--- src/rtl/mux_nx1_reg.sv ---
// N:1 valid/ready mux into a single output register; 1-cycle latency, A_READY only toward the selected channel while Y is empty or draining.
// Fixed SEL selection by default; define MUX_NX1_RR_EN for round-robin arbitration (SEL ignored).
module mux_nx1_reg #(
  parameter int WIDTH = 8,
  parameter int N     = 4,
  localparam int SW   = (N > 1) ? $clog2(N) : 1
) (
  input  logic               CLK,
  input  logic               RST_N,
  input  logic [N*WIDTH-1:0] A,
  input  logic [N-1:0]       A_VALID,
  output logic [N-1:0]       A_READY,
  input  logic [SW-1:0]      SEL,
  output logic [WIDTH-1:0]   Y,
  output logic               Y_VALID,
  input  logic               Y_READY,
  output logic [SW-1:0]      GRANT
);

  logic [WIDTH-1:0] r_y;
  logic             r_y_vld;
  logic [SW-1:0]    r_grant;

  logic             w_can_load;
  logic             w_sel_ok;
  logic [SW-1:0]    w_sel;
  logic             w_in_vld;
  logic [WIDTH-1:0] w_in_dat;
  logic             w_load;

`ifdef MUX_NX1_RR_EN
  logic [SW-1:0] r_ptr;
  logic          w_hi_ok;
  logic [SW-1:0] w_hi_idx;
  logic          w_lo_ok;
  logic [SW-1:0] w_lo_idx;
  logic          w_unused_sel;

  assign w_unused_sel = ^SEL;

  // Cyclic search from r_ptr+1: lowest valid index above the pointer wins,
  // otherwise wrap to the lowest valid index at or below it.
  always_comb begin
    w_hi_ok  = 1'b0;
    w_hi_idx = '0;
    w_lo_ok  = 1'b0;
    w_lo_idx = '0;
    for (int i = N - 1; i >= 0; i--) begin
      if (A_VALID[i]) begin
        if (i > int'(r_ptr)) begin
          w_hi_ok  = 1'b1;
          w_hi_idx = SW'(i);
        end else begin
          w_lo_ok  = 1'b1;
          w_lo_idx = SW'(i);
        end
      end
    end
    w_sel_ok = w_hi_ok | w_lo_ok;
    w_sel    = w_hi_ok ? w_hi_idx : w_lo_idx;
  end

  always_ff @(posedge CLK or negedge RST_N) begin
    if (!RST_N) begin
      r_ptr <= SW'(N - 1);
    end else if (w_load) begin
      r_ptr <= w_sel;
    end
  end
`else
  always_comb begin
    w_sel    = SEL;
    w_sel_ok = (int'(SEL) < N);
  end
`endif

  always_comb begin
    w_in_dat = '0;
    w_in_vld = 1'b0;
    for (int i = 0; i < N; i++) begin
      if (w_sel_ok && (SW'(i) == w_sel)) begin
        w_in_dat = A[i*WIDTH +: WIDTH];
        w_in_vld = A_VALID[i];
      end
    end
  end

  // Reset gates ready so nothing is offered while RST_N is low.
  assign w_can_load = RST_N && (!r_y_vld || Y_READY);
  assign w_load     = w_can_load && w_sel_ok && w_in_vld;

  always_comb begin
    A_READY = '0;
    for (int i = 0; i < N; i++) begin
      A_READY[i] = w_can_load && w_sel_ok && (SW'(i) == w_sel);
    end
  end

  always_ff @(posedge CLK or negedge RST_N) begin
    if (!RST_N) begin
      r_y     <= '0;
      r_y_vld <= 1'b0;
      r_grant <= '0;
    end else if (w_load) begin
      r_y     <= w_in_dat;
      r_y_vld <= 1'b1;
      r_grant <= w_sel;
    end else if (w_can_load) begin
      r_y_vld <= 1'b0;
    end
  end

  assign Y       = r_y;
  assign Y_VALID = r_y_vld;
  assign GRANT   = r_grant;

endmodule
--- config.mk ---
export PLATFORM = sky130hd
export DESIGN_NAME = mux_nx1_reg
export DESIGN_NICKNAME = d
export VERILOG_FILES = /design/src/rtl/mux_nx1_reg.sv
export SDC_FILE = /design/constraint.sdc
export NUM_CORES = 1
export LEC_CHECK = 0
export ABC_AREA = 1
export ABC_CLOCK_PERIOD_IN_PS = 1200
export BUFFER_PORTS_ARGS = -buffer_cell sky130_fd_sc_hd__clkbuf_2
export CAP_MARGIN = 20
export CORE_UTILIZATION = 36
export DETAILED_ROUTE_END_ITERATION = 7
export PLACE_DENSITY = 0.76
export SYNTH_ARGS = -nofsm -noshare
export SYNTH_HDL_FRONTEND = slang
export SYNTH_SLANG_ARGS = --single-unit
export TNS_END_PERCENT = 5
--- constraint.sdc ---
create_clock -name CLK -period 1.2 [get_ports CLK]
set_input_delay 0.3 -clock CLK [delete_from_list [all_inputs] [get_ports CLK]]
set_output_delay 0.3 -clock CLK [all_outputs]
set_load 0.005 [all_outputs]
# --- Word level (Yosys, flattened, before mapping) ---
# Index checks and enable logic that the tools add are counted.
word_totals:
  reg_bits: 11
  latch_bits: 0
  mem_bits_rw: 0
  mem_bits_ro: 0
  inputBits: 41
  output_inout_bits: 15
  word_cells: 26
  mem_count: 0
op_classes:
  n_addsub: 0
  mul: 0
  n_div: 0
  order_cmp: 0
  n_eq_ne: 3
  n_shift: 0
  n_mux: 10
  n_bitwise: 0
  n_reduce_logical: 10
ops:
  columns: ["op", "count"]
  rows:
  - ["$mux W8", 4]
  - ["$logic_and A1 B1 Y1", 6]
  - ["$mux W1", 6]
  - ["$eq A2 B2 Y1 const A", 2]
  - ["$eq A1 B2 Y1 const A", 1]
  - ["$logic_not A2 Y1", 1]
  - ["$reduce_bool A2 Y1", 1]
  - ["$logic_not A1 Y1", 1]
  - ["$logic_or A1 B1 Y1", 1]

# --- Longest topological paths before layout ---
# Gate-level depths: netlist of the first run.
logic_depth:
  depth_word: 7
  mapped_depth: 9
  depth_no_buf: 8

# --- Worst setup path before layout of the first run ---
# Ideal clock, no wire load.
synth_timing:
  kind: "register -> register"
  start: "register r_y_vld (netlist: Y_VALID)"
  end: "register r_y[0] (netlist: Y[0])"
  setup_ps: 116
  arrival_ps: 1077
  required_ps: 1084
  setup_slack_ps: 7
  stages_incl_launch_ff: 8
  path_buffers: 1
  period_less_slack_ps: 1193
  cell_sequence: "dfrtp_1 nand2_1 nand2_1 nor2_2 nand2_4 buf_8 nand3_1 nand2_1"
synth_via:
  elab_chain_len: 4
synth_rtl:
  columns: ["element", "line_no", "rtl"]
  rows:
  - ["start, declared", "21", "logic r_y_vld;"]
  - ["start signal, assigned", "102", "r_y_vld <= 1'b0;"]
  - ["start signal, assigned", "106", "r_y_vld <= 1'b1;"]
  - ["start signal, assigned", "109", "r_y_vld <= 1'b0;"]
  - ["$logic_not A1 Y1", "89", "assign w_can_load = RST_N && (!r_y_vld || Y_READY);"]
  - ["$logic_or A1 B1 Y1", "89", null]
  - ["$logic_and A1 B1 Y1", "89", null]
  - ["$logic_and A1 B1 Y1", "90", "assign w_load = w_can_load && w_sel_ok && w_in_vld;"]
  - ["end signal, assigned", "105", "r_y <= w_in_dat;"]
  - ["end, declared", "20", "logic [WIDTH-1:0] r_y;"]
# Every way passes these cells.
# A chain may end at the register's enable or synchronous reset.

# --- Worst setup path after layout of the first run ---
layout_timing:
  start: "register r_y_vld (netlist: Y_VALID)"
  end: "output A_READY[3]"
layout_via:
  elab_chain_len: 4
layout_rtl:
  columns: ["element", "line_no", "rtl"]
  rows:
  - ["$logic_not A1 Y1", "89", null]
  - ["$logic_or A1 B1 Y1", "89", null]
  - ["$logic_and A1 B1 Y1", "89", null]
  - ["$logic_and A1 B1 Y1", "95", "A_READY[i] = w_can_load && w_sel_ok && (SW'(i) == w_sel);"]
  - ["end, declared", "12", "output logic [N-1:0] A_READY,"]
# Every way passes these cells.

==> results.cfg, run 1 <==
[status]
status = finished, violations left
failed_checks = negative setup slack

[timing]
setup_viol = 5
fin_crit_ps = 1370
setup_slack_ps = -174
fin_skew_ps = 2.90
tns_ps = -679
fin_crit_sh = 1.14
finalHoldViolCount = 0
final-max-slew-violation-count = 0
hold_ws_ps = 343
rsz0062_at_grt = yes
max_slew_margin = 0.791
fmax_mhz = 728
tightest_slew_ps = 314

[die]
die_h_um = 49.2
design.die.area_um2 = 2420
coreArea_um2 = 2020
rows = 16
io_pins = 56
start_util = 0.396
die_w_um = 49.2

[power]
ir_drop_uv = 407
cellLeakagePower_nw = 0.694
p_per_area_nw_per_um2 = 1050

[grt]
antenna_found_initial = 0
grt_overflow = 0
grt_start_max_net_pins = 13
track_usage = 0.190
grt_pass1_vias = 860
grt_pass1_wl_um = 3560

[routing]
vias = 941
route.detailed.drc = 0
wl_per_cell_um = 10.3
vias_per_cell = 4.66
finalWirelength_um = 2080
drt_first_pass_iters = 4
drtIter0Drc = 26
drtAntennaViolNets = 0

[placed_design]
place_ws_ps = -123
gp_congestion = 0.814
portBuffers = 55
detailed_place_hpwl_um = 1750

[hold_path]
min_path_type = input pin to flip-flop

[cts]
root_buffer = clkbuf_4
clkTransAtPathRegs_ps = 70
clk-insertion-delay-late_ps = 270
h-tree-depth = 1
cts_tree = built
cts_buffer_depth = 2
cts_num_sinks = 11
cts_buffers = 3

[finish]
antenna_cells = 0
fillerInstances = 190
drive_gt1_frac = 0.474
area_delta_synth_final_pct = 45.5
nets = 217

[worst_setup_path]
cp_data_arrival_time_ps = 1070
worstPathMaxFanout = 6
path_class = flip-flop to output pin
cp.required_ps = 900
end_kind = output pin
cp-start-kind = flip-flop

[logic_synthesis]
synthSimpleGateAreaFrac = 0.558
synth_warnings = 0
post_synth_inst_count = 114
synthMuxAreaShare = 0
ys_seq_area_frac = 0.344
synth-compound-area-share = 0
synth_seq_cells = 11
synth_cell_types = 15
avgSynthCellArea_um2 = 7.02
synth.cell_area_um2 = 801
syn-num-nets = 155
synthAdderAreaFrac = 0
synth_top_family_by_area = simple AND/OR/NAND/NOR gates
synth_xor_area_frac = 0

[job]
drv_cap = 0
## cells in the final DEF (no fill, tap or decap), drive strengths merged
cell type and instances:
nand3 12, buf 8, nor2 5, nand2 63, nor3 3, nand4 8, inv 8, clkbuf 56
dlygate4sd3 1, dfrtp 11
## layout make-up
cell class                      instances  area, µm²  share of cell area
Tap cell                               27       33.8              0.0290
Inverter                                8       30.0              0.0258
Multi-Input combinational cell         91        477               0.409
Sequential cell                        11        275               0.236
Clock buffer                            4       26.3              0.0226
Timing Repair Buffer                   61        323               0.277
## metrics by stage
step	cell area (µm²)	power, mW	utilization	std cells
2_1_floorplan	801	0.746	-	114
6_report	1160	1.22	0.576	202
3_5_place_dp	1100	0.964	0.543	197
4_1_cts	1160	1.23	0.574	202
5_1_grt	1160	1.31	0.576	202
3_3_place_gp	1100	0.951	0.543	197
## power by group
part           internal (mW)  total [mW]  switching (mW)
logic                  0.219       0.449           0.231
clock network          0.129       0.255           0.126
registers              0.464       0.517          0.0527
total                  0.812        1.22           0.409
## path summary, 6_finish.rpt
path	slack, ps	from	cells past startpoint	endpoint
max	-170	Y_VALID$_DFFE_PN0P_	4	A_READY[3]
min	340	A[13]	5	Y[5]$_DFFE_PN0P_
max reg2reg	50	Y_VALID$_DFFE_PN0P_	7	Y[1]$_DFFE_PN0P_
min reg2reg	510	Y[0]$_DFFE_PN0P_	2	Y[0]$_DFFE_PN0P_
max in group asynchronous	510	RST_N	3	Y[1]$_DFFE_PN0P_
min in group asynchronous	550	RST_N	3	Y[7]$_DFFE_PN0P_
## state kept, by name, indices dropped and copies added (netlist names)
signal,flops
GRANT,2
Y,8
Y_VALID,1
## cells in the mapped netlist, drive strengths merged
library cell | number | area, µm²
nand3 | 12 | 65.1
nor3 | 3 | 15.0
nor2 | 5 | 50.1
buf | 4 | 48.8
inv | 8 | 30.0
nand4 | 8 | 50.1
nand2 | 63 | 267
dfrtp | 11 | 275
## worst max-delay path: stages, from the launching register on
cell,delay (ps)
dfrtp_1,390
nand2_2,80
nand2_4,80
nor2_4,120
clkbuf_2,130
## routing by layer
metal | wire length [µm] | track usage
met5 | 0 | 0
met2 | 1050 | 0.329
met4 | 30 | 0.0882
met3 | 132 | 0.0249
met1 | 868 | 0.232
## what timing repair did
item / in CTS / in global routing
endpoints found under the hold margin: 11 / 0
setup endpoints to repair: 14 / 15
gates resized for setup: 6 / 4
pin swaps: 2 / 1
setup buffers: 0 / 0
hold buffers: 1 / 0
## cells by family (layout without fill, tap and decap cells)
logic type             after synthesis  after routing
buffers and inverters               12             73
and+or+nand+nor                     91             91
DFF                                 11             11
Note: power is estimated with default switching activity, not from simulation.
==> run 2: changes to the inputs <==
Settings changed: ABC_CLOCK_PERIOD_IN_PS 1200 to 1650, CORE_UTILIZATION 36 to 43, PLACE_DENSITY 0.76 to 0.85, SKIP_CTS_REPAIR_TIMING set to 1.
Clock period 1.2 ns to 1.65 ns, I/O delays scaled along.
==> run 2 against run 1 <==
Net effect:
- final cell count is 3.5% lower
- sequential share of layout area is 1.5 points higher
- register-to-register slack better by 350 ps
- power is 30% lower
- non-clock buffer count decreased by 5
- core utilization rose by 5.8 points
- worst hold slack lost 260 ps
- largest cell class unchanged
- clock power down 31%
- final area fell by 6.0%
- via count down 4.3%
- global-route usage increased by 1.2 points
- the flow now finishes without violations
- combinational power decreased by 33%
==> results.cfg, run 2 (synthesis gave the netlist of run 1 again) <==
[placed_design]
place_ws_ps = 141
detailed_place_hpwl_um = 1600
dpl-instance-area_um2 = 1070
portBuffers = 55
gp_congestion = 0.740

[grt]
track_usage = 0.202
use_met1 = 0.281
antenna_found_initial = 0
grt_pass1_vias = 762
grt.busiest_layer = met2
grtUsageMet3 = 0.0160
use_met2 = 0.310
grt_start_max_net_pins = 13
grt_pass1_wl_um = 3040
grt_overflow = 0

[cts]
clk-insertion-delay-late_ps = 260
cts_tree = built
root_buffer = clkbuf_4
cts_num_sinks = 11
h-tree-depth = 1
clkTransAtPathRegs_ps = 70
cts_buffers = 3
cts_buffer_depth = 2

[die]
die_h_um = 45.2
die_w_um = 45.2
design.die.area_um2 = 2040
coreArea_um2 = 1730
rows = 15
start_util = 0.464
io_pins = 56

[timing]
fin_crit_ps = 1570
final-max-slew-violation-count = 0
fin_skew_ps = 5.49
tightest_slew_ps = 305
finalHoldViolCount = 0
setup_viol = 0
hold_ws_ps = 80.0
setup_slack_ps = 81.3
fin_crit_sh = 0.951
rsz0062_at_grt = yes
max_slew_margin = 0.796
fmax_mhz = 637

[routing]
vias_per_cell = 4.62
route.detailed.drc = 0
finalWirelength_um = 1890
drtIter0Drc = 14
vias = 901
drt_first_pass_iters = 4
drtAntennaViolNets = 0
wl_per_cell_um = 9.67

[worst_setup_path]
cp_data_arrival_time_ps = 1160
end_kind = output pin
worstPathCellList = nand2_1 > nand2_2 > nor3_1 > clkbuf_2
cp-start-kind = flip-flop
worstPathMaxFanout = 6
crit_slowest_cell = dfrtp_1
cp.required_ps = 1240
critical-path-max-stage-delay_ps = 400
path_class = flip-flop to output pin

[finish]
fillerInstances = 172
final_common_cell = nand2_1
fin_util = 0.634
drive_gt1_frac = 0.441
area_delta_synth_final_pct = 36.7
largest_register_ffs = 8
nets = 212
stdcell_area_um2 = 1090
final_cell_mix = 56 x nand2_1, 55 x clkbuf_2, 11 x dfrtp_1, 11 x nand3_1, 8 x nand4_1
antenna_cells = 0

[hold_path]
min_path_type = input pin to async pin

[job]
drv_cap = 0

[power]
ir_drop_uv = 287
p_per_area_nw_per_um2 = 782
cellLeakagePower_nw = 0.654
p_total_uw = 856

[status]
status = finished, final reports clean
-- run 2: cell count changes in the layout (fill, tap and decap cells not counted) --
cell and delta:
nand2_4 -2, nor3_2 -3, nand2_1 +1, nand2_2 +1, clkbuf_2 +3, buf_4 -4, buf_2 -3, nor3_1 +3
dlygate4sd3_1 -1
-- run 2: report_power, final --
| part | internal (mW) | total [mW] | switching (mW) |
|---|---|---|---|
| clock network | 0.0934 | 0.176 | 0.0825 |
| logic | 0.145 | 0.301 | 0.156 |
| registers | 0.338 | 0.379 | 0.0414 |
-- run 2: final cells by class --
| type | instances | area (µm²) | area share |
|---|---|---|---|
| multi-input cells | 91 | 449 | 0.410 |
| repair buffers | 56 | 283 | 0.258 |
| flip-flops and latches | 11 | 275 | 0.251 |
| inverters | 8 | 30.0 | 0.0274 |
| well taps | 25 | 31.3 | 0.0286 |
| clock buffers | 4 | 26.3 | 0.0240 |
-- run 2: final timing paths --
path / cells past startpoint / slack, ps / endpoint / start
max: 4 / 80 / A_READY[0] / Y_VALID$_DFFE_PN0P_
min: 2 / 80 / Y[3]$_DFFE_PN0P_ / RST_N
max reg2reg: 7 / 400 / Y[0]$_DFFE_PN0P_ / Y_VALID$_DFFE_PN0P_
min reg2reg: 2 / 510 / GRANT[0]$_DFFE_PN0P_ / GRANT[0]$_DFFE_PN0P_
max in group asynchronous: 2 / 1420 / GRANT[1]$_DFFE_PN0P_ / RST_N
min in group CLK: 5 / 450 / Y[2]$_DFFE_PN0P_ / A[10]
-- run 2: critical path: cells and delay by family, from the launching register on --
kind / cells / cell delay, ps
buf+inv: 1 / 140
simple gates: 3 / 360
flops: 1 / 400
-- run 2: metrics by stage --
stage	TNS [ps]	cells
after detailed placement	0	191
after global placement	0	191
after CTS	0	195
final	0	195
after global routing	-50.2	195
after floorplan	0	114
-- run 2: metal layers --
metal	wire length (µm)	vias to the layer above
met5	0	-
li1	-	474
met2	928	39
met3	128	2
met4	18	0
met1	810	386
==> run 3: changes to the inputs <==
==> constraint.sdc (replaced) <==
create_clock -name CLK -period 1.65 [get_ports CLK]
set_input_delay 0.165 -clock CLK [delete_from_list [all_inputs] [get_ports CLK]]
set_output_delay 0.165 -clock CLK [all_outputs]
set_load 0.005 [all_outputs]
==> run 3 against run 2 <==
Net effect:
- fmax grew 4.9%
- final cell count up 0.51%
- combinational power barely moved
- register-to-register slack lost 70 ps
- clock-buffer cell count is the same
- sequential cell count did not move
- first-iteration DRC count rose by 7.1%
- setup slack better by 73 ps
- power up 0.21%
- sequential share of layout area down 0.17 points
- worst hold slack improved by 130 ps
- critical endpoint unchanged
- largest power group unchanged
- highest routed layer unchanged
==> results.cfg, run 3 (synthesis gave the netlist of run 1 again) <==
[status]
status = finished, final reports clean

[timing]
fin_skew_ps = 0.311
fin_crit_sh = 0.907
setup_slack_ps = 154
tightest_slew_ps = 310
finalHoldViolCount = 0
final-max-slew-violation-count = 0
fin_crit_ps = 1500
tns_ps = 0
max_slew_margin = 0.793
setup_viol = 0
fmax_mhz = 669
rsz0062_at_grt = no

[power]
switchingPower_uw = 281
ir_drop_uv = 362
swShare = 0.328
cellLeakagePower_nw = 0.658
seqPwrFrac = 0.441
clockPowerShare = 0.208
pwr-share-comb = 0.350
p_per_area_nw_per_um2 = 778
power.internal_uw = 577

[worst_setup_path]
cp.required_ps = 1480
cp_data_arrival_time_ps = 1330
path_class = input pin to output pin
worstPathMaxFanout = 6
cp-start-kind = input pin
end_kind = output pin
r2r_start = Y_VALID$_DFFE_PN0P_
startpoint = RST_N

[finish]
final_cell_mix = 57 x nand2_1, 55 x clkbuf_2, 11 x dfrtp_1, 11 x nand3_1, 8 x nand4_1
largest_register_ffs = 8
final_common_cell = nand2_1
stdcell_count = 196
nets = 213
stdcell_area_um2 = 1100
area_delta_synth_final_pct = 37.7
antenna_cells = 0
drive_gt1_frac = 0.433

[grt]
grt_pass1_wl_um = 2970
antenna_found_initial = 0
grt_pass1_vias = 764
grtUsageMet3 = 0.0240
use_met1 = 0.259
grt.busiest_layer = met2
grt_overflow = 0
grt_start_max_net_pins = 13
use_met2 = 0.328
track_usage = 0.197

[cts]
cts_tree = built
clkTransAtPathRegs_ps = 60
cts_num_sinks = 11
clk-insertion-delay-late_ps = 260
root_buffer = clkbuf_4
cts_buffers = 3
cts_buffer_depth = 2
h-tree-depth = 1

[placed_design]
dpl-instance-area_um2 = 1070
dp_cells = 191
portBuffers = 55
place_ws_ps = 348
detailed_place_hpwl_um = 1630
gp_congestion = 0.759

[hold_path]
hold_start = A[10]
min_path_type = input pin to flip-flop

[routing]
vias_per_cell = 4.58
drt_first_pass_iters = 4
vias = 898
drtAntennaViolNets = 0
drtIter0Drc = 15
wl_per_cell_um = 9.72
finalWirelength_um = 1910
route.detailed.drc = 0

[die]
coreArea_um2 = 1730
design.die.area_um2 = 2040
start_util = 0.464
rows = 15
die_w_um = 45.2
io_pins = 56
die_h_um = 45.2

[job]
drv_cap = 0
[run 3: worst max-delay path, stage by stage]
cell           delay [ps]
dlygate4sd3_1         520
clkbuf_2              110
nand2_1               180
nor3_1                210
clkbuf_2              140
[run 3: power by group through the flow]
stage / Combinational, mW / Sequential (mW) / Clock (mW)
global route: 0.345 / 0.385 / 0.198
CTS: 0.303 / 0.379 / 0.184
detailed placement: 0.302 / 0.384 / 0
global placement: 0.295 / 0.380 / 0
finish: 0.300 / 0.379 / 0.179
floorplan: 0.158 / 0.385 / 0
[run 3: stage by stage]
step / hold slack, ps / utilization / power, mW
2_1_floorplan: -131 / - / 0.543
6_report: 209 / 0.638 / 0.858
3_3_place_gp: 106 / 0.617 / 0.676
5_1_grt: 225 / 0.638 / 0.927
4_1_cts: -180 / 0.633 / 0.866
3_5_place_dp: 106 / 0.617 / 0.686
[run 3: metal layers]
layer,vias up,part of all wire
met3,2,0.051
met5,-,0
li1,482,-
met2,38,0.50
met1,376,0.44
met4,0,0.011
[run 3: final timing paths]
check                                    to  slack [ps]  cells past startpoint
max                              A_READY[0]         150                      5
min                        Y[2]$_DFFE_PN0P_         210                      5
max reg2reg                Y[0]$_DFFE_PN0P_         330                      7
min reg2reg                Y[3]$_DFFE_PN0P_         510                      2
max in group asynchronous  Y[6]$_DFFE_PN0P_        1150                      3
min in group asynchronous  Y[5]$_DFFE_PN0P_         360                      3
[run 3: final cells by class]
| class | instances | area, µm² |
|---|---|---|
| inverters | 8 | 30.0 |
| well taps | 25 | 31.3 |
| repair buffers | 57 | 293 |
| flip-flops and latches | 11 | 275 |
| fillers | 175 | 624 |
| clock buffers | 4 | 26.3 |
| multi-input cells | 91 | 447 |
